[src/rtl/case2_pkg.sv]
// Shared types and the per-lane case2 logic function
// used by the pipelined multi-lane case2 block.
package case2_pkg;

  localparam int MAX_LANES = 32;

  typedef enum logic {
    Z_LEGACY = 1'b0,
    Z_PARITY = 1'b1
  } z_mode_e;

  typedef struct packed {
    logic x;
    logic y;
    logic z;
  } c2_lane_t;

  typedef struct packed {
    logic [MAX_LANES-1:0] x;
    logic [MAX_LANES-1:0] y;
    logic [MAX_LANES-1:0] z;
  } c2_beat_t;

  function automatic c2_lane_t case2_eval(
    input logic    a,
    input logic    b,
    input logic    c,
    input logic    d,
    input logic    e,
    input z_mode_e mode
  );
    c2_lane_t r;
    logic     p;
    r.x = a & b & ~e & (c | d);
    r.y = ~(a & b & c & d & e);
    p   = b ^ c ^ d ^ e;
    // legacy z keeps the original cone shape
    r.z = (mode == Z_PARITY) ? p : (p | r.x | r.y);
    return r;
  endfunction

endpackage

[src/rtl/case2_pipe_if.sv]
// Valid/ready beat bundle between the stimulus source,
// the case2 pipeline and the comparison stage.
interface case2_pipe_if #(
  parameter int LANES = 4
);
  logic             in_valid;
  logic             in_ready;
  logic [LANES-1:0] in_a;
  logic [LANES-1:0] in_b;
  logic [LANES-1:0] in_c;
  logic [LANES-1:0] in_d;
  logic [LANES-1:0] in_e;
  logic             z_mode;
  logic             out_valid;
  logic             out_ready;
  logic [LANES-1:0] out_x;
  logic [LANES-1:0] out_y;
  logic [LANES-1:0] out_z;

  modport master (
    output in_valid, in_a, in_b, in_c, in_d, in_e,
    output z_mode, out_ready,
    input  in_ready, out_valid, out_x, out_y, out_z
  );

  modport slave (
    input  in_valid, in_a, in_b, in_c, in_d, in_e,
    input  z_mode, out_ready,
    output in_ready, out_valid, out_x, out_y, out_z
  );
endinterface

[src/rtl/case2_slice.sv]
// One valid/data pipeline register; loads when ld_i is set,
// data only captured for valid beats so it holds when empty.
module case2_slice #(
  parameter int W = 12
) (
  input  logic         clk,
  input  logic         rst,
  input  logic         ld_i,
  input  logic         valid_i,
  input  logic [W-1:0] data_i,
  output logic         valid_o,
  output logic [W-1:0] data_o
);

  logic         valid_q;
  logic [W-1:0] data_q;

  always_ff @(posedge clk) begin
    if (rst) begin
      valid_q <= 1'b0;
      data_q  <= '0;
    end else if (ld_i) begin
      valid_q <= valid_i;
      if (valid_i) data_q <= data_i;
    end
  end

  assign valid_o = valid_q;
  assign data_o  = data_q;

endmodule

[src/rtl/case2_pipe.sv]
// Multi-lane pipelined case2 evaluator with backpressure
// and saturating hit/beat statistics.
module case2_pipe
  import case2_pkg::*;
#(
  parameter int LANES  = 4,
  parameter int STAGES = 2,
  parameter int CNT_W  = 16
) (
  input  logic             clk,
  input  logic             rst,
  input  logic             clr,
  case2_pipe_if.slave      bus,
  output logic [CNT_W-1:0] x_cnt,
  output logic [CNT_W-1:0] beat_cnt
);

  localparam int W    = 3 * LANES;
  localparam int PC_W = $clog2(LANES + 1);
  localparam int SW   = ((CNT_W > PC_W) ? CNT_W : PC_W) + 1;
  localparam logic [CNT_W-1:0] CMAX = {CNT_W{1'b1}};

  logic [LANES-1:0] ex, ey, ez;
  c2_lane_t         r;

  always_comb begin
    ex = '0;
    ey = '0;
    ez = '0;
    r  = '0;
    for (int i = 0; i < LANES; i++) begin
      r = case2_eval(bus.in_a[i], bus.in_b[i], bus.in_c[i],
                     bus.in_d[i], bus.in_e[i],
                     z_mode_e'(bus.z_mode));
      ex[i] = r.x;
      ey[i] = r.y;
      ez[i] = r.z;
    end
  end

  logic [STAGES-1:0] vld;
  logic [STAGES:0]   ld;
  logic [STAGES-1:0] sv;
  logic [W-1:0]      sd  [STAGES];
  logic [W-1:0]      dat [STAGES];
  logic              hs;

  assign hs = bus.out_valid & bus.out_ready;

  // a slice may load when empty or when its successor drains it
  always_comb begin
    ld         = '0;
    ld[STAGES] = hs;
    for (int k = STAGES - 1; k >= 0; k--)
      ld[k] = ~vld[k] | ld[k+1];
  end

  always_comb begin
    sv    = '0;
    sv[0] = bus.in_valid;
    sd[0] = {ex, ey, ez};
    for (int k = 1; k < STAGES; k++) begin
      sv[k] = vld[k-1];
      sd[k] = dat[k-1];
    end
  end

  for (genvar k = 0; k < STAGES; k++) begin : g_st
    case2_slice #(.W(W)) u_slice (
      .clk     (clk),
      .rst     (rst),
      .ld_i    (ld[k]),
      .valid_i (sv[k]),
      .data_i  (sd[k]),
      .valid_o (vld[k]),
      .data_o  (dat[k])
    );
  end

  assign bus.in_ready  = ld[0] & ~rst;
  assign bus.out_valid = vld[STAGES-1];
  assign {bus.out_x, bus.out_y, bus.out_z} = dat[STAGES-1];

  logic [PC_W-1:0]  pc;
  logic [SW-1:0]    xs;
  logic [CNT_W:0]   bs;
  logic [CNT_W-1:0] x_cnt_q, x_cnt_d;
  logic [CNT_W-1:0] beat_cnt_q, beat_cnt_d;

  always_comb begin
    pc = '0;
    for (int i = 0; i < LANES; i++)
      pc = pc + PC_W'(bus.out_x[i]);
    xs = SW'(x_cnt_q) + SW'(pc);
    bs = {1'b0, beat_cnt_q} + 1'b1;
    x_cnt_d    = (xs > SW'(CMAX)) ? CMAX : xs[CNT_W-1:0];
    beat_cnt_d = bs[CNT_W] ? CMAX : bs[CNT_W-1:0];
  end

  always_ff @(posedge clk) begin
    if (rst || clr) begin
      x_cnt_q    <= '0;
      beat_cnt_q <= '0;
    end else if (hs) begin
      x_cnt_q    <= x_cnt_d;
      beat_cnt_q <= beat_cnt_d;
    end
  end

  assign x_cnt    = x_cnt_q;
  assign beat_cnt = beat_cnt_q;

endmodule

[src/flat_wrapper.sv]
// flat-port wrapper written by rule: the top's interface ports become plain ports
module case2_pipe_flat import case2_pkg::*;
#(
  parameter int LANES  = 4,
  parameter int STAGES = 2,
  parameter int CNT_W  = 16
)
  (clk, rst, clr, x_cnt, beat_cnt, bus_in_valid, bus_in_a, bus_in_b, bus_in_c, bus_in_d, bus_in_e, bus_z_mode, bus_out_ready, bus_in_ready, bus_out_valid, bus_out_x, bus_out_y, bus_out_z);
  case2_pipe_if #(.LANES(LANES)) bus_i ();
  input  logic clk;
  input  logic rst;
  input  logic clr;
  output logic [CNT_W-1:0] x_cnt;
  output logic [CNT_W-1:0] beat_cnt;
  input wire logic [$bits(bus_i.in_valid)-1:0] bus_in_valid;
  input wire logic [$bits(bus_i.in_a)-1:0] bus_in_a;
  input wire logic [$bits(bus_i.in_b)-1:0] bus_in_b;
  input wire logic [$bits(bus_i.in_c)-1:0] bus_in_c;
  input wire logic [$bits(bus_i.in_d)-1:0] bus_in_d;
  input wire logic [$bits(bus_i.in_e)-1:0] bus_in_e;
  input wire logic [$bits(bus_i.z_mode)-1:0] bus_z_mode;
  input wire logic [$bits(bus_i.out_ready)-1:0] bus_out_ready;
  output wire logic [$bits(bus_i.in_ready)-1:0] bus_in_ready;
  output wire logic [$bits(bus_i.out_valid)-1:0] bus_out_valid;
  output wire logic [$bits(bus_i.out_x)-1:0] bus_out_x;
  output wire logic [$bits(bus_i.out_y)-1:0] bus_out_y;
  output wire logic [$bits(bus_i.out_z)-1:0] bus_out_z;
  assign bus_i.in_valid = bus_in_valid;
  assign bus_i.in_a = bus_in_a;
  assign bus_i.in_b = bus_in_b;
  assign bus_i.in_c = bus_in_c;
  assign bus_i.in_d = bus_in_d;
  assign bus_i.in_e = bus_in_e;
  assign bus_i.z_mode = bus_z_mode;
  assign bus_i.out_ready = bus_out_ready;
  assign bus_in_ready = bus_i.in_ready;
  assign bus_out_valid = bus_i.out_valid;
  assign bus_out_x = bus_i.out_x;
  assign bus_out_y = bus_i.out_y;
  assign bus_out_z = bus_i.out_z;
  case2_pipe #(.LANES(LANES), .STAGES(STAGES), .CNT_W(CNT_W)) u_core (.clk(clk), .rst(rst), .clr(clr), .bus(bus_i), .x_cnt(x_cnt), .beat_cnt(beat_cnt));
endmodule
[config.mk]
export PLATFORM = sky130hd
export DESIGN_NAME = case2_pipe_flat
export DESIGN_NICKNAME = d
export VERILOG_FILES = /design/src/rtl/case2_pkg.sv /design/src/rtl/case2_pipe_if.sv /design/src/rtl/case2_slice.sv /design/src/rtl/case2_pipe.sv /design/src/flat_wrapper.sv
export SDC_FILE = /design/constraint.sdc
export NUM_CORES = 1
export LEC_CHECK = 0
export BUFFER_PORTS_ARGS = -buffer_cell sky130_fd_sc_hd__buf_4
export CORE_MARGIN = 2
export CORE_UTILIZATION = 48
export DETAILED_ROUTE_END_ITERATION = 8
export PLACE_DENSITY = 0.85
export SLEW_MARGIN = 20
export SYNTH_ARGS = -nofsm -noshare
export SYNTH_HDL_FRONTEND = slang
export SYNTH_HIERARCHICAL = 1
export SYNTH_SLANG_ARGS = --single-unit
export TNS_END_PERCENT = 1
[constraint.sdc]
create_clock -name clk -period 2.45 [get_ports clk]
set_clock_uncertainty 0.1 [all_clocks]
set_input_delay 0.245 -clock clk [delete_from_list [all_inputs] [get_ports clk]]
set_output_delay 0.245 -clock clk [all_outputs]
set_load 0.05 [all_outputs]
-- Yosys cells after proc, flatten, opt, wreduce, memory -nomap -nowiden
Cells that the tools add are included.
- bits in registers: 58
- output and inout bits: 46
- add/sub/neg operators: 5
- magnitude comparators: 1
- muxes and demuxes: 6
- bitwise operators: 63
- reductions and logical operators: 3
- operators with widths (cell ; number):
    2-to-1 mux 16 bit ; 2
    bitwise AND 1 bit ; 26
    adder 16 x 1 -> 17 bit (second input constant) ; 1
    adder 16 x 3 -> 17 bit ; 1
    > comparator 17 x 16 -> 1 bit (second input constant) ; 1
    OR 1 bit ; 14
    bitwise XOR 1 bit ; 12
    inverter 1 bit ; 11
    adder 3 x 1 -> 3 bit ; 2
    2-to-1 mux 1 bit ; 4
    AND reduction 2 bit ; 2
    adder 1 x 1 -> 2 bit ; 1
    logical OR 1 bit ; 1

-- Logic depth before layout (Yosys ltp)
Gate-level depths: netlist of the first run.
- word-level depth: 7
- depth in mapped cells: 11
- gate-level depth less buffers: 10

-- By module
Netlist of the first run, hierarchy kept.
- modules (own cells, without submodules) (module ; instances ; cells an instance ; area an instance (sq um) ; sequential area each (sq um)):
    case2_pipe ; 1 ; 224 ; 1844.3 ; 640.6
    case2_slice ; 2 ; 58 ; 599.3 ; 260.2

-- Worst setup path before layout of the first run
Ideal clock, no wire load.
- kind: register to register
- start point: register u_core.g_st[1].u_slice.data_q[8]
- end point: register u_core.x_cnt_q[10], in the netlist u_core/x_cnt[10]
- setup time: 0.122 ns
- data arrival time: 2.592 ns
- slack: -0.363 ns
- cell stages (with the launch flop): 11
- buffers on the path: 1
- period minus slack after synthesis: 2.813 ns
- cells stage by stage: dfxtp_1 -> fa_1 -> inv_1 -> fa_1 -> inv_1 -> fa_1 -> and4_1 -> buf_2 -> and3_1 -> a21o_1 -> o311a_1
- cells in the longest elaborated chain, start to end: 6
- RTL lines (item ; RTL line ; source):
    from (decl) ; case2_slice.sv:16 ; logic [W-1:0] data_q;
    from (signal assigned) ; case2_slice.sv:24 ; if (valid_i) data_q <= data_i;
    adder 1 x 1 -> 2 bit (*) ; case2_pipe.sv:93 ; pc = pc + PC_W'(bus.out_x[i]);
    adder 3 x 1 -> 3 bit (*) (2 in series) ; case2_pipe.sv:93 ;
    adder 16 x 3 -> 17 bit (*) ; case2_pipe.sv:94 ; xs = SW'(x_cnt_q) + SW'(pc);
    > comparator 17 x 16 -> 1 bit ; case2_pipe.sv:96 ; x_cnt_d = (xs > SW'(CMAX)) ? CMAX : xs[CNT_W-1:0];
    2-to-1 mux 16 bit (*) ; case2_pipe.sv:96 ;
    to (signal assigned) ; case2_pipe.sv:105 ; x_cnt_q <= x_cnt_d;
    to (decl) ; case2_pipe.sv:87 ; logic [CNT_W-1:0] x_cnt_q, x_cnt_d;
Every way passes the cells marked *; elsewhere a longest branch is shown, timed or not.
A chain may end at the register's enable or synchronous reset.

-- Final worst setup path of the first run
- start point: register u_core.x_cnt_q[0], in the netlist u_core/x_cnt[0]
- end point: register u_core.x_cnt_q[8], in the netlist u_core/x_cnt[8]
- cells in the longest elaborated chain, start to end: 3
- RTL lines (item ; RTL line):
    adder 16 x 3 -> 17 bit (*) ; case2_pipe.sv:94
    > comparator 17 x 16 -> 1 bit ; case2_pipe.sv:96
    2-to-1 mux 16 bit (*) ; case2_pipe.sv:96
Marks and branches as above.

==> results.rst, run 1 <==
.. list-table::
   :header-rows: 1

   * - Metric
     - Value
   * - Shortest clock period the worst path allows after layout
     - 2540 ps
   * - Internal power consumption
     - 0.00170 W
   * - Data arrival time of the critical path
     - 2650 ps
   * - Unique cell type count in the Yosys netlist
     - 43
   * - Largest area contributor in the synthesized netlist
     - sky130_fd_sc_hd__dfxtp_1
   * - Post-synthesis average cell area
     - 8.95 um2
   * - Number of global-route vias before repair
     - 2597
   * - Number of buffers inserted during clock tree synthesis
     - 9
   * - Number of flip-flops and latches in the synthesized netlist
     - 58
   * - Util after Layout
     - 62.3%
   * - Weighted congestion reported at the end of routability-driven placement
     - 0.838
   * - Synth top area cells
     - sky130_fd_sc_hd__dfxtp_1, sky130_fd_sc_hd__nand3_1, sky130_fd_sc_hd__a21bo_1
   * - Largest net degree at the start of global routing
     - 30
   * - Setup Slack @ Placement
     - -151 ps
   * - Die width
     - 83.6 um
   * - Power share of the combinational group
     - 9.3%
   * - Die ar.
     - 6990 um2
   * - Hold Vio Cnt, Final
     - 0
   * - Area grow syn2layout
     - 27.8%
   * - Switching power share of the total
     - 22.0%
   * - Outcome
     - complete, but fails checks
   * - Worst hold-check path type
     - input port to register
   * - Worst slew slack as a fraction of its limit
     - 39.4%
   * - PortBufs
     - 71
   * - First-pass DRT Iterations
     - 4
   * - Number of rows created at floorplan
     - 29
   * - Final Setup Violations
     - 8
   * - Fraction of the yosys area taken by sequential cells
     - 38.2%
   * - Count of final max-slew check failures
     - 0
   * - Root Buffer
     - sky130_fd_sc_hd__clkbuf_8
   * - Mapped Cells
     - 340
   * - CTS tree
     - done
   * - Flop pwr share
     - 44.7%
   * - Filler-free cell count of the finished design
     - 492
   * - Total non-filler cell area in the finished layout
     - 3890 um2
   * - Final-layout setup total negative slack
     - -422 ps
   * - Number of antenna violations at the first check in global routing
     - 0
   * - Net switching power of the design
     - 0.000479 W
   * - Die Y-Extent
     - 83.6 um
   * - Count of antenna-violating nets left after detailed routing
     - 0
   * - Yosys top cell area share
     - 38.2%
   * - Reported leakage power
     - 1.55 nW
   * - Fraction of the cycle the final worst path needs
     - 104%
   * - Initial core utilization
     - 48.8%
   * - Layout cells sized above 1
     - 33.7%
   * - Wirelength, routed
     - 7120 um
   * - Yosys synthesis warning count
     - 6
   * - Commonest non-fill, non-tap cell in the layout
     - sky130_fd_sc_hd__buf_4
   * - First-pass GRT wire length
     - 11800 um
   * - Final layout net count
     - 442
   * - Unrepaired setup endpoints after global routing
     - true
   * - Number of primary I/O pins
     - 72
   * - Violated checks
     - negative setup slack
   * - Clock-pin slew of the registers on the worst-case setup and hold paths
     - 60 ps
   * - Critical Path RT
     - 2560 ps
   * - Final setup slack of the worst path
     - -93.2 ps
   * - Maximum fanout along the worst path
     - 6
   * - Post-synthesis instance area
     - 3040 um2
   * - Ratio of total power to cell area
     - 561 nW/um2
   * - Startpoint types
     - register
   * - Top achievable clock speed
     - 393 MHz
   * - Floorplan core area
     - 6240 um2
   * - Routed vias/inst
     - 5.55
   * - Placed cells
     - 477
   * - Slew at the pin closest to its max-slew limit
     - 910 ps
   * - Kind of critical path
     - register to register
   * - Latest clock arrival within the worst-skew pair
     - 330 ps
   * - CTS Buffer Depth
     - 2
   * - Area post-placement
     - 3630 um2
   * - Initial detailed-routing violation count
     - 130
   * - Post-detailed-placement half-perimeter wirelength
     - 4950 um
   * - Clk network pwr share
     - 46.0%
   * - Total track usage
     - 20.8%
   * - Routed wire length per instance
     - 14.5 um
   * - Post-route DRC
     - 0
   * - MaxCap Viol Count
     - 0
   * - Commonest cells after routing, fill and taps aside
     - sky130_fd_sc_hd__buf_4, sky130_fd_sc_hd__dfxtp_1, sky130_fd_sc_hd__nand3_1, sky130_fd_sc_hd__a21oi_1, sky130_fd_sc_hd__nor2_1
   * - Number of H-tree levels
     - 3
   * - Sinks on the clock net
     - 58
   * - Total overflow reported by the global router
     - 0
   * - N_diodes
     - 0
   * - Routed via count
     - 2731
   * - Total nets after synthesis
     - 371
   * - Peak supply drop
     - 0.657 mV
   * - Type of element capturing the critical path
     - register
-- synth_stat cells (all sizes together) --
library cell and count:
a211oi 1, a21bo 24, a21boi 4, a21o 1, a21oi 38, a311oi 2
a31oi 5, a41oi 1, and2 4, and3 8, and3b 1, and4 3
buf 15, clkbuf 5, dfxtp 58, fa 3, ha 2, inv 6
mux2i 3, nand2 16, nand2b 1, nand3 42, nand3b 2, nand4 4
nor2 23, nor2b 3, nor3 9, o2111ai 3, o211a 1, o211ai 2
o21ai 15, o311a 1, or2 6, xnor2 15, xor2 13
-- power groups by stage --
stage               Clock (W)  Combinational [W]  Sequential, W
finish                0.00100           0.000204       0.000973
global route          0.00107           0.000222       0.000975
CTS                   0.00102           0.000205       0.000973
detailed placement          0           0.000203       0.000994
global placement            0           0.000198       0.000994
floorplan                   0           0.000118        0.00101
-- state kept, by name, summed over array words and instances (netlist names) --
name	count
u_core/x_cnt	16
u_core/beat_cnt	16
u_core/g_st.u_slice/valid_o	2
u_core/g_st.u_slice/data_o	24
-- repair_timing --
| item | 4_1_cts | 5_1_grt |
|---|---|---|
| buffers inserted | 0 | 0 |
| gates resized for setup | 5 | 1 |
| gates cloned | 0 | 0 |
| setup endpoints to repair | 12 | 11 |
| pin swaps | 2 | 1 |
| hold buffers | 0 | 0 |
-- worst paths after layout --
path / from / depth (start not counted) / to / slack (ps)
worst max-delay path: u_core/x_cnt[0] / 10 / u_core/x_cnt[8] / -90
worst max register to register: u_core/x_cnt[0] / 10 / u_core/x_cnt[8] / -90
worst min register to register: u_core/g_st[0].u_slice/data_o[11] / 2 / u_core/g_st[1].u_slice/data_o[11] / 360
worst min-delay path: bus_in_e[3] / 4 / u_core/g_st[0].u_slice/data_o[11] / 120
-- critical path, cell delays in order (launching register included) --
cell	delay [ps]
sky130_fd_sc_hd__dfxtp_4	350
sky130_fd_sc_hd__fa_1	530
sky130_fd_sc_hd__inv_1	50
sky130_fd_sc_hd__fa_2	340
sky130_fd_sc_hd__inv_2	70
sky130_fd_sc_hd__fa_2	200
sky130_fd_sc_hd__and4_4	280
sky130_fd_sc_hd__and2_4	190
sky130_fd_sc_hd__nand3_4	80
sky130_fd_sc_hd__xor2_1	160
sky130_fd_sc_hd__o21ai_1	70
-- routing by layer --
metal,part of all wire (%),vias to the layer above,track usage (%)
met3,7.2,12,7.72
met1,42,1267,24.9
li1,-,1348,-
met4,1.8,0,6.45
met5,0,-,0
met2,49,104,34.7
-- cell type report --
type | count | area, um2
inverter | 6 | 22.5
fill | 521 | 2350
sequential | 58 | 1170
clock inverter | 2 | 60.1
tap | 77 | 96.3
multi-input combinational | 256 | 1770
clock buffer | 13 | 169
timing repair buffer | 80 | 601
-- cell families after synthesis --
logic type	after synthesis	share of synthesized area [%]
and+or+nand+nor	122	20.9
AOI/OAI and AO/OA	98	23.7
DFF	58	38.2
xor gates and xnor gates	28	8.06
buffers and inverters	26	5.39
adders and majority gates	5	2.80
muxes	3	0.987
-- metrics by stage --
step / hold WS (ps) / power (W)
final: 116 / 0.00218
after global routing: 113 / 0.00226
after CTS: 101 / 0.00220
after detailed placement: 356 / 0.00120
after global placement: 358 / 0.00119
after floorplan: 204 / 0.00113
No activity file was read; power rests on OpenSTA's default activity.
==> inputs of run 2 (changes only) <==
Settings changed: MAX_ROUTING_LAYER set to met4.
==> run 2 against run 1 <==
Net effect:
- the flow still finishes with violations (negative setup slack)
- sequential cell count unchanged
- routed wire length down 0.42%
- non-clock buffer count unchanged
- fmax about the same
- largest power group unchanged
- largest cell class unchanged
- sequential share of layout area unchanged
- total power up 0.24%
- global-route usage up 0.59 points
- utilization unchanged
- final cell count unchanged
- sequential power about the same
- design area unchanged
==> results.rst, run 2 (synthesis results as in run 1) <==
.. list-table::
   :header-rows: 1

   * - Metric
     - Value
   * - Count of final max-slew check failures
     - 0
   * - Commonest non-fill, non-tap cell in the layout
     - sky130_fd_sc_hd__buf_4
   * - MaxCap Viol Count
     - 0
   * - Net switching power of the design
     - 0.000484 W
   * - Fraction of the cycle the final worst path needs
     - 104%
   * - Area occupied by registers
     - 1170 um2
   * - Total overflow reported by the global router
     - 0
   * - Internal power consumption
     - 0.00170 W
   * - Final layout net count
     - 442
   * - Min-Delay Endpoint
     - u_core/g_st[0].u_slice/data_o[11]
   * - Type of element capturing the critical path
     - register
   * - Clock-pin slew of the registers on the worst-case setup and hold paths
     - 60 ps
   * - Routed wire length per instance
     - 14.4 um
   * - Multi-input combinational cell area
     - 1770 um2
   * - Total track usage
     - 21.4%
   * - Peak supply drop
     - 0.657 mV
   * - Most used cell along the critical path
     - sky130_fd_sc_hd__fa_2
   * - Routed via count
     - 2734
   * - Number of global-route vias before repair
     - 2592
   * - Shortest clock period the worst path allows after layout
     - 2540 ps
   * - Maximum fanout along the worst path
     - 6
   * - Post-detailed-placement half-perimeter wirelength
     - 4950 um
   * - Util after Layout
     - 62.3%
   * - Post-CTS setup buffer count
     - 0
   * - Critical Path RT
     - 2560 ps
   * - Depth of the worst register-to-register path
     - 10
   * - CTS Buffer Depth
     - 2
   * - Latest clock arrival within the worst-skew pair
     - 340 ps
   * - First-pass GRT wire length
     - 11800 um
   * - Count of antenna-violating nets left after detailed routing
     - 0
   * - Die ar.
     - 6990 um2
   * - Top achievable clock speed
     - 393 MHz
   * - Filler-free cell count of the finished design
     - 492
   * - Hold Crit Depth
     - 4
   * - Hold Vio Cnt, Final
     - 0
   * - Post-route DRC
     - 0
   * - Slowest CP cell
     - sky130_fd_sc_hd__fa_1
   * - Top delay family on crit path
     - adder cells
   * - Setup Slack @ Placement
     - -151 ps
   * - Number of buffer and inverter instances along the worst setup path
     - 2
   * - Kind of critical path
     - register to register
   * - Largest net degree at the start of global routing
     - 30
   * - Clk network pwr share
     - 46.1%
   * - Floorplan core area
     - 6240 um2
   * - Design Power
     - 0.00219 W
   * - Flop pwr share
     - 44.5%
   * - Startpoint types
     - register
   * - CP Cell Sequence
     - fa_1, inv_1, fa_2, inv_2, fa_2, and4_4, and2_4, nand3_4, xor2_1, o21ai_1
   * - Area grow syn2layout
     - 27.8%
   * - Sinks on the clock net
     - 58
   * - Ratio of total power to cell area
     - 562 nW/um2
   * - Filler Cell Count
     - 521
   * - Initial core utilization
     - 48.8%
   * - Slew at the pin closest to its max-slew limit
     - 899 ps
   * - Number of rows created at floorplan
     - 29
   * - Root Buffer
     - sky130_fd_sc_hd__clkbuf_8
   * - Number of H-tree levels
     - 3
   * - Number of antenna violations at the first check in global routing
     - 0
   * - Worst hold slack after final layout
     - 112 ps
   * - Placed cells
     - 477
   * - First-pass DRT Iterations
     - 4
   * - Stages on the worst setup path
     - 10
   * - Flip-flop count of the largest register after layout
     - 24
   * - Worst hold-check path type
     - input port to register
   * - Worst setup slack for register-to-register paths
     - -90 ps
   * - Reported leakage power
     - 1.55 nW
   * - Routed vias/inst
     - 5.56
   * - Violated checks
     - negative setup slack
   * - Layout cells sized above 1
     - 33.7%
   * - Worst slew slack as a fraction of its limit
     - 40.0%
   * - PortBufs
     - 71
   * - Final setup slack of the worst path
     - -92.3 ps
   * - Delay of the slowest cell on the worst path
     - 530 ps
   * - Die Y-Extent
     - 83.6 um
   * - Number of buffers inserted during clock tree synthesis
     - 9
   * - Outcome
     - complete, but fails checks
   * - CTS tree
     - done
   * - R2R Path End
     - u_core/x_cnt[8]
   * - N_diodes
     - 0
   * - Initial detailed-routing violation count
     - 111
   * - Data arrival time of the critical path
     - 2650 ps
   * - Unrepaired setup endpoints after global routing
     - true
   * - Wirelength, routed
     - 7090 um
   * - Switching power share of the total
     - 22.2%
   * - Commonest cells after routing, fill and taps aside
     - sky130_fd_sc_hd__buf_4, sky130_fd_sc_hd__dfxtp_1, sky130_fd_sc_hd__nand3_1, sky130_fd_sc_hd__a21oi_1, sky130_fd_sc_hd__nor2_1
   * - Final Setup Violations
     - 8
   * - Reg2reg start
     - u_core/x_cnt[0]
   * - Number of primary I/O pins
     - 72
   * - Weighted congestion reported at the end of routability-driven placement
     - 0.851
   * - Power share of the combinational group
     - 9.3%
   * - Startpoint of the tightest hold check path
     - bus_in_e[3]
   * - Die width
     - 83.6 um
==> run 2: cell counts in the layout (fill, tap and decap cells not counted) <==
Identical to the previous run, type by type.
==> run 2: metrics by stage <==
step | cell area, um2 | TNS (ps)
detailed placement | 3630 | -1090
global placement | 3630 | -505
CTS | 3880 | -261
global route | 3890 | -1340
floorplan | 3090 | -404
finish | 3890 | -455
==> run 2: worst reg2reg max path: stages, from the launching register on <==
cell and delay [ps]:
sky130_fd_sc_hd__dfxtp_4 350, sky130_fd_sc_hd__fa_1 530, sky130_fd_sc_hd__inv_1 50, sky130_fd_sc_hd__fa_2 340, sky130_fd_sc_hd__inv_2 70, sky130_fd_sc_hd__fa_2 200
sky130_fd_sc_hd__and4_4 280, sky130_fd_sc_hd__and2_4 190, sky130_fd_sc_hd__nand3_4 80, sky130_fd_sc_hd__xor2_1 160, sky130_fd_sc_hd__o21ai_1 70
==> run 2: timing repair <==
action / in CTS / in global routing
hold buffers: 0 / 0
pin swaps: 2 / 1
endpoints found under the setup margin: 12 / 11
gates resized for setup: 5 / 1
==> run 2: final cells by class <==
cell class              count  area share [%]
inverters                   6           0.579
flip-flops and latches     58            30.1
well taps                  77            2.48
multi-input cells         256            45.5
repair buffers             80            15.4
clock buffers              13            4.34
clock inverters             2            1.54
==> run 2: power by group through the flow <==
stage	combinational, W	sequential (W)	clock, W
5_1_grt	0.000222	0.000975	0.00107
3_5_place_dp	0.000203	0.000994	0
3_3_place_gp	0.000198	0.000994	0
2_1_floorplan	0.000118	0.00101	0
4_1_cts	0.000205	0.000973	0.00102
6_report	0.000203	0.000973	0.00101
==> run 2: worst max-delay path by stage <==
stage	startpoint	end	slack, ps
2_1_floorplan	u_core/x_cnt[0]	u_core/x_cnt[8]	-110
3_3_place_gp	u_core/x_cnt[0]	u_core/x_cnt[12]	-90
3_5_place_dp	u_core/x_cnt[0]	u_core/x_cnt[8]	-150
4_1_cts	u_core/x_cnt[0]	u_core/x_cnt[12]	-60
5_1_grt	u_core/x_cnt[0]	u_core/x_cnt[14]	-170
6_report	u_core/x_cnt[0]	u_core/x_cnt[8]	-90
==> run 2: per-layer routing <==
layer / GRT usage (%) / wire length, um / vias to the layer above
met4: 6.45 / 110 / 0
met3: 7.32 / 441 / 11
li1: - / - / 1353
met1: 25.0 / 3050 / 1281
met2: 34.8 / 3480 / 89
met5: - / 0 / -
==> inputs of run 3 (changes only) <==
Settings changed: PLACE_DENSITY 0.85 to 0.86, SKIP_CTS_REPAIR_TIMING set to 1, SYNTH_HIERARCHICAL 1 to unset.
==> run 3 against run 2 <==
Net effect:
- the run still ends with negative setup slack left
- critical path depth grew 2
- routed wire length shrank 12%
- synthesized cell count shrank 2.1%
- hold slack lost 65 ps
- first-iteration DRC count grew 34%
- utilization grew 0.66 points
- fmax shrank 10%
- global-route usage shrank 0.89 points
- non-clock buffer count grew 9
- die area shrank 6.3%
- sequential power grew 0.4%
- setup slack lost 290 ps
- largest cell class unchanged
- largest power group is now registers
==> results.rst, run 3 <==
.. list-table::
   :header-rows: 1

   * - Metric
     - Value
   * - Area occupied by registers
     - 1160 um2
   * - Die ar.
     - 6550 um2
   * - Number of primary I/O pins
     - 72
   * - Count of antenna-violating nets left after detailed routing
     - 0
   * - Die Y-Extent
     - 80.9 um
   * - Outcome
     - complete, but fails checks
   * - Total track usage
     - 20.5%
   * - Number of rows created at floorplan
     - 28
   * - Largest area contributor in the synthesized netlist
     - sky130_fd_sc_hd__dfxtp_1
   * - Commonest cells in the netlist
     - sky130_fd_sc_hd__dfxtp_1, sky130_fd_sc_hd__nor2_1, sky130_fd_sc_hd__a21oi_1, sky130_fd_sc_hd__nor3_1, sky130_fd_sc_hd__inv_1
   * - First-pass DRT Iterations
     - 4
   * - Hold Crit Depth
     - 3
   * - Final-layout setup total negative slack
     - -5020 ps
   * - Synth top area cells
     - sky130_fd_sc_hd__dfxtp_1, sky130_fd_sc_hd__nor2_1, sky130_fd_sc_hd__a21oi_1
   * - Hold Vio Cnt, Final
     - 0
   * - Number of global-route vias before repair
     - 2448
   * - Layout cells sized above 1
     - 29.1%
   * - Data arrival time of the critical path
     - 3000 ps
   * - Routed via count
     - 2583
   * - Worst setup slack for register-to-register paths
     - -390 ps
   * - Sinks on the clock net
     - 58
   * - Fraction of the cycle the final worst path needs
     - 116%
   * - First-pass GRT wire length
     - 10100 um
   * - Type of element capturing the critical path
     - register
   * - Post-synthesis average cell area
     - 8.53 um2
   * - N_diodes
     - 0
   * - Startpoint types
     - register
   * - Routed vias/inst
     - 5.34
   * - Slew at the pin closest to its max-slew limit
     - 630 ps
   * - Post-detailed-placement half-perimeter wirelength
     - 4580 um
   * - Number of flip-flops and latches in the synthesized netlist
     - 58
   * - Number of H-tree levels
     - 3
   * - Final Setup Violations
     - 16
   * - R2R Path End
     - u_core.x_cnt[10]
   * - Placed cells
     - 469
   * - Yosys top cell area share
     - 40.9%
   * - Mapped Cells
     - 333
   * - Peak supply drop
     - 0.297 mV
   * - Fraction of the yosys area taken by sequential cells
     - 40.9%
   * - Weighted congestion reported at the end of routability-driven placement
     - 0.865
   * - Final setup slack of the worst path
     - -387 ps
   * - Maximum fanout along the worst path
     - 4
   * - Wirelength, routed
     - 6230 um
   * - Clock-pin slew of the registers on the worst-case setup and hold paths
     - 60 ps
   * - Initial core utilization
     - 48.9%
   * - Filler-free cell count of the finished design
     - 484
   * - Reported leakage power
     - 1.58 nW
   * - Shortest clock period the worst path allows after layout
     - 2840 ps
   * - Total nets after synthesis
     - 367
   * - Synth async-reset ratio
     - 0%
   * - Post-synthesis instance area
     - 2840 um2
   * - Min-Delay Endpoint
     - u_core.g_st[0].u_slice.valid_o
   * - Critical Path RT
     - 2610 ps
   * - Kind of critical path
     - register to register
   * - Final layout net count
     - 442
   * - Cell with the most instances after synthesis
     - sky130_fd_sc_hd__dfxtp_1
   * - CTS tree
     - done
   * - Number of antenna violations at the first check in global routing
     - 0
   * - Ys flop type
     - sky130_fd_sc_hd__dfxtp_1
   * - Unrepaired setup endpoints after global routing
     - true
   * - Depth of the worst register-to-register path
     - 12
   * - Routed wire length per instance
     - 12.9 um
   * - Commonest cells after routing, fill and taps aside
     - sky130_fd_sc_hd__buf_4, sky130_fd_sc_hd__dfxtp_1, sky130_fd_sc_hd__nor2_1, sky130_fd_sc_hd__a21oi_1, sky130_fd_sc_hd__nor3_1
   * - Startpoint of the tightest hold check path
     - bus_in_valid
   * - Root Buffer
     - sky130_fd_sc_hd__clkbuf_8
   * - PortBufs
     - 71
   * - Number of buffers inserted during clock tree synthesis
     - 9
   * - Ratio of total power to cell area
     - 511 nW/um2
   * - Unique cell type count in the Yosys netlist
     - 38
   * - Filler Cell Count
     - 510
   * - Total overflow reported by the global router
     - 0
   * - Violated checks
     - negative setup slack
   * - Latest clock arrival within the worst-skew pair
     - 330 ps
   * - Commonest non-fill, non-tap cell in the layout
     - sky130_fd_sc_hd__buf_4
   * - Worst slew slack as a fraction of its limit
     - 57.9%
   * - Area grow syn2layout
     - 28.9%
   * - Yosys synthesis warning count
     - 0
   * - Post-route DRC
     - 0
   * - Util after Layout
     - 63.0%
   * - Number of enable-type register cells in the synthesized netlist
     - 0
   * - Floorplan core area
     - 5820 um2
   * - Reg2reg start
     - u_core.g_st[1].u_slice.data_o[8]
   * - Multi-input combinational cell area
     - 1530 um2
   * - Initial detailed-routing violation count
     - 149
   * - Largest net degree at the start of global routing
     - 30
   * - Worst hold-check path type
     - input port to register
   * - MaxCap Viol Count
     - 0
   * - CTS Buffer Depth
     - 2
   * - Top achievable clock speed
     - 353 MHz
   * - Flip-flop count of the largest register after layout
     - 24
   * - Die width
     - 80.9 um
   * - Count of final max-slew check failures
     - 0
==> run 3: worst max path at each step <==
| stage | slack [ps] | end | depth (start not counted) | start |
|---|---|---|---|---|
| after floorplan | -400 | u_core.x_cnt[9] | 13 | u_core.g_st[1].u_slice.data_o[9] |
| after global placement | -410 | u_core.x_cnt[12] | 12 | u_core.g_st[1].u_slice.data_o[9] |
| after detailed placement | -530 | u_core.x_cnt[10] | 12 | u_core.g_st[1].u_slice.data_o[9] |
| after CTS | -520 | u_core.x_cnt[12] | 12 | u_core.g_st[1].u_slice.data_o[9] |
| after global routing | -520 | u_core.x_cnt[10] | 12 | u_core.g_st[1].u_slice.data_o[8] |
| final | -390 | u_core.x_cnt[10] | 12 | u_core.g_st[1].u_slice.data_o[8] |
==> run 3: layout make-up <==
cell class | count | share of cell area (%)
clock inverter | 1 | 0.137
clock buffer | 11 | 3.86
sequential | 58 | 31.8
multi-input combinational | 235 | 41.8
tap | 75 | 2.56
inverter | 15 | 1.54
timing repair buffer | 89 | 18.3
==> run 3: layer usage <==
metal	vias to the layer above	part of all wire [%]	track usage [%]
li1	1308	-	-
met1	1176	43	22.7
met2	86	48	34.0
met3	13	6.6	4.78
met4	0	2.6	11.4
met5	-	0	-
==> run 3: critical path, stage by stage (launching register included) <==
cell	delay [ps]
sky130_fd_sc_hd__dfxtp_2	330
sky130_fd_sc_hd__ha_4	260
sky130_fd_sc_hd__inv_2	30
sky130_fd_sc_hd__fa_1	430
sky130_fd_sc_hd__inv_1	70
sky130_fd_sc_hd__ha_2	180
sky130_fd_sc_hd__inv_2	40
sky130_fd_sc_hd__fa_2	340
sky130_fd_sc_hd__nand2b_4	170
sky130_fd_sc_hd__a2111oi_4	350
sky130_fd_sc_hd__and3_1	250
sky130_fd_sc_hd__o21ai_1	70
sky130_fd_sc_hd__a31oi_1	170
==> run 3: report_power, final <==
group / switching (W) / leakage, nW / internal [W] / total [W]
Clock: 0.000332 / 0.0770 / 0.000370 / 0.000701
Sequential: 0.0000129 / 0.472 / 0.000964 / 0.000977
Combinational: 0.000109 / 1.03 / 0.0000831 / 0.000192
==> run 3: cells by family after synthesis <==
logic type | after synthesis | share of synthesized area (%)
AOI/OAI and AO/OA | 70 | 14.8
adders and majority gates | 8 | 4.05
DFF | 58 | 40.9
buffers and inverters | 40 | 7.00
and+or+nand+nor | 120 | 21.3
muxes | 12 | 4.23
xor gates and xnor gates | 25 | 7.71
==> run 3: through the flow <==
step           setup slack [ps]  instance area [um2]  hold WS, ps  power, W
4_1_cts                    -523                 3600         35.2   0.00189
2_1_floorplan              -397                 2870          266   0.00112
6_report                   -387                 3660         47.1   0.00187
3_5_place_dp               -527                 3450          377   0.00119
3_3_place_gp               -415                 3450          357   0.00118
5_1_grt                    -519                 3660         65.6   0.00195
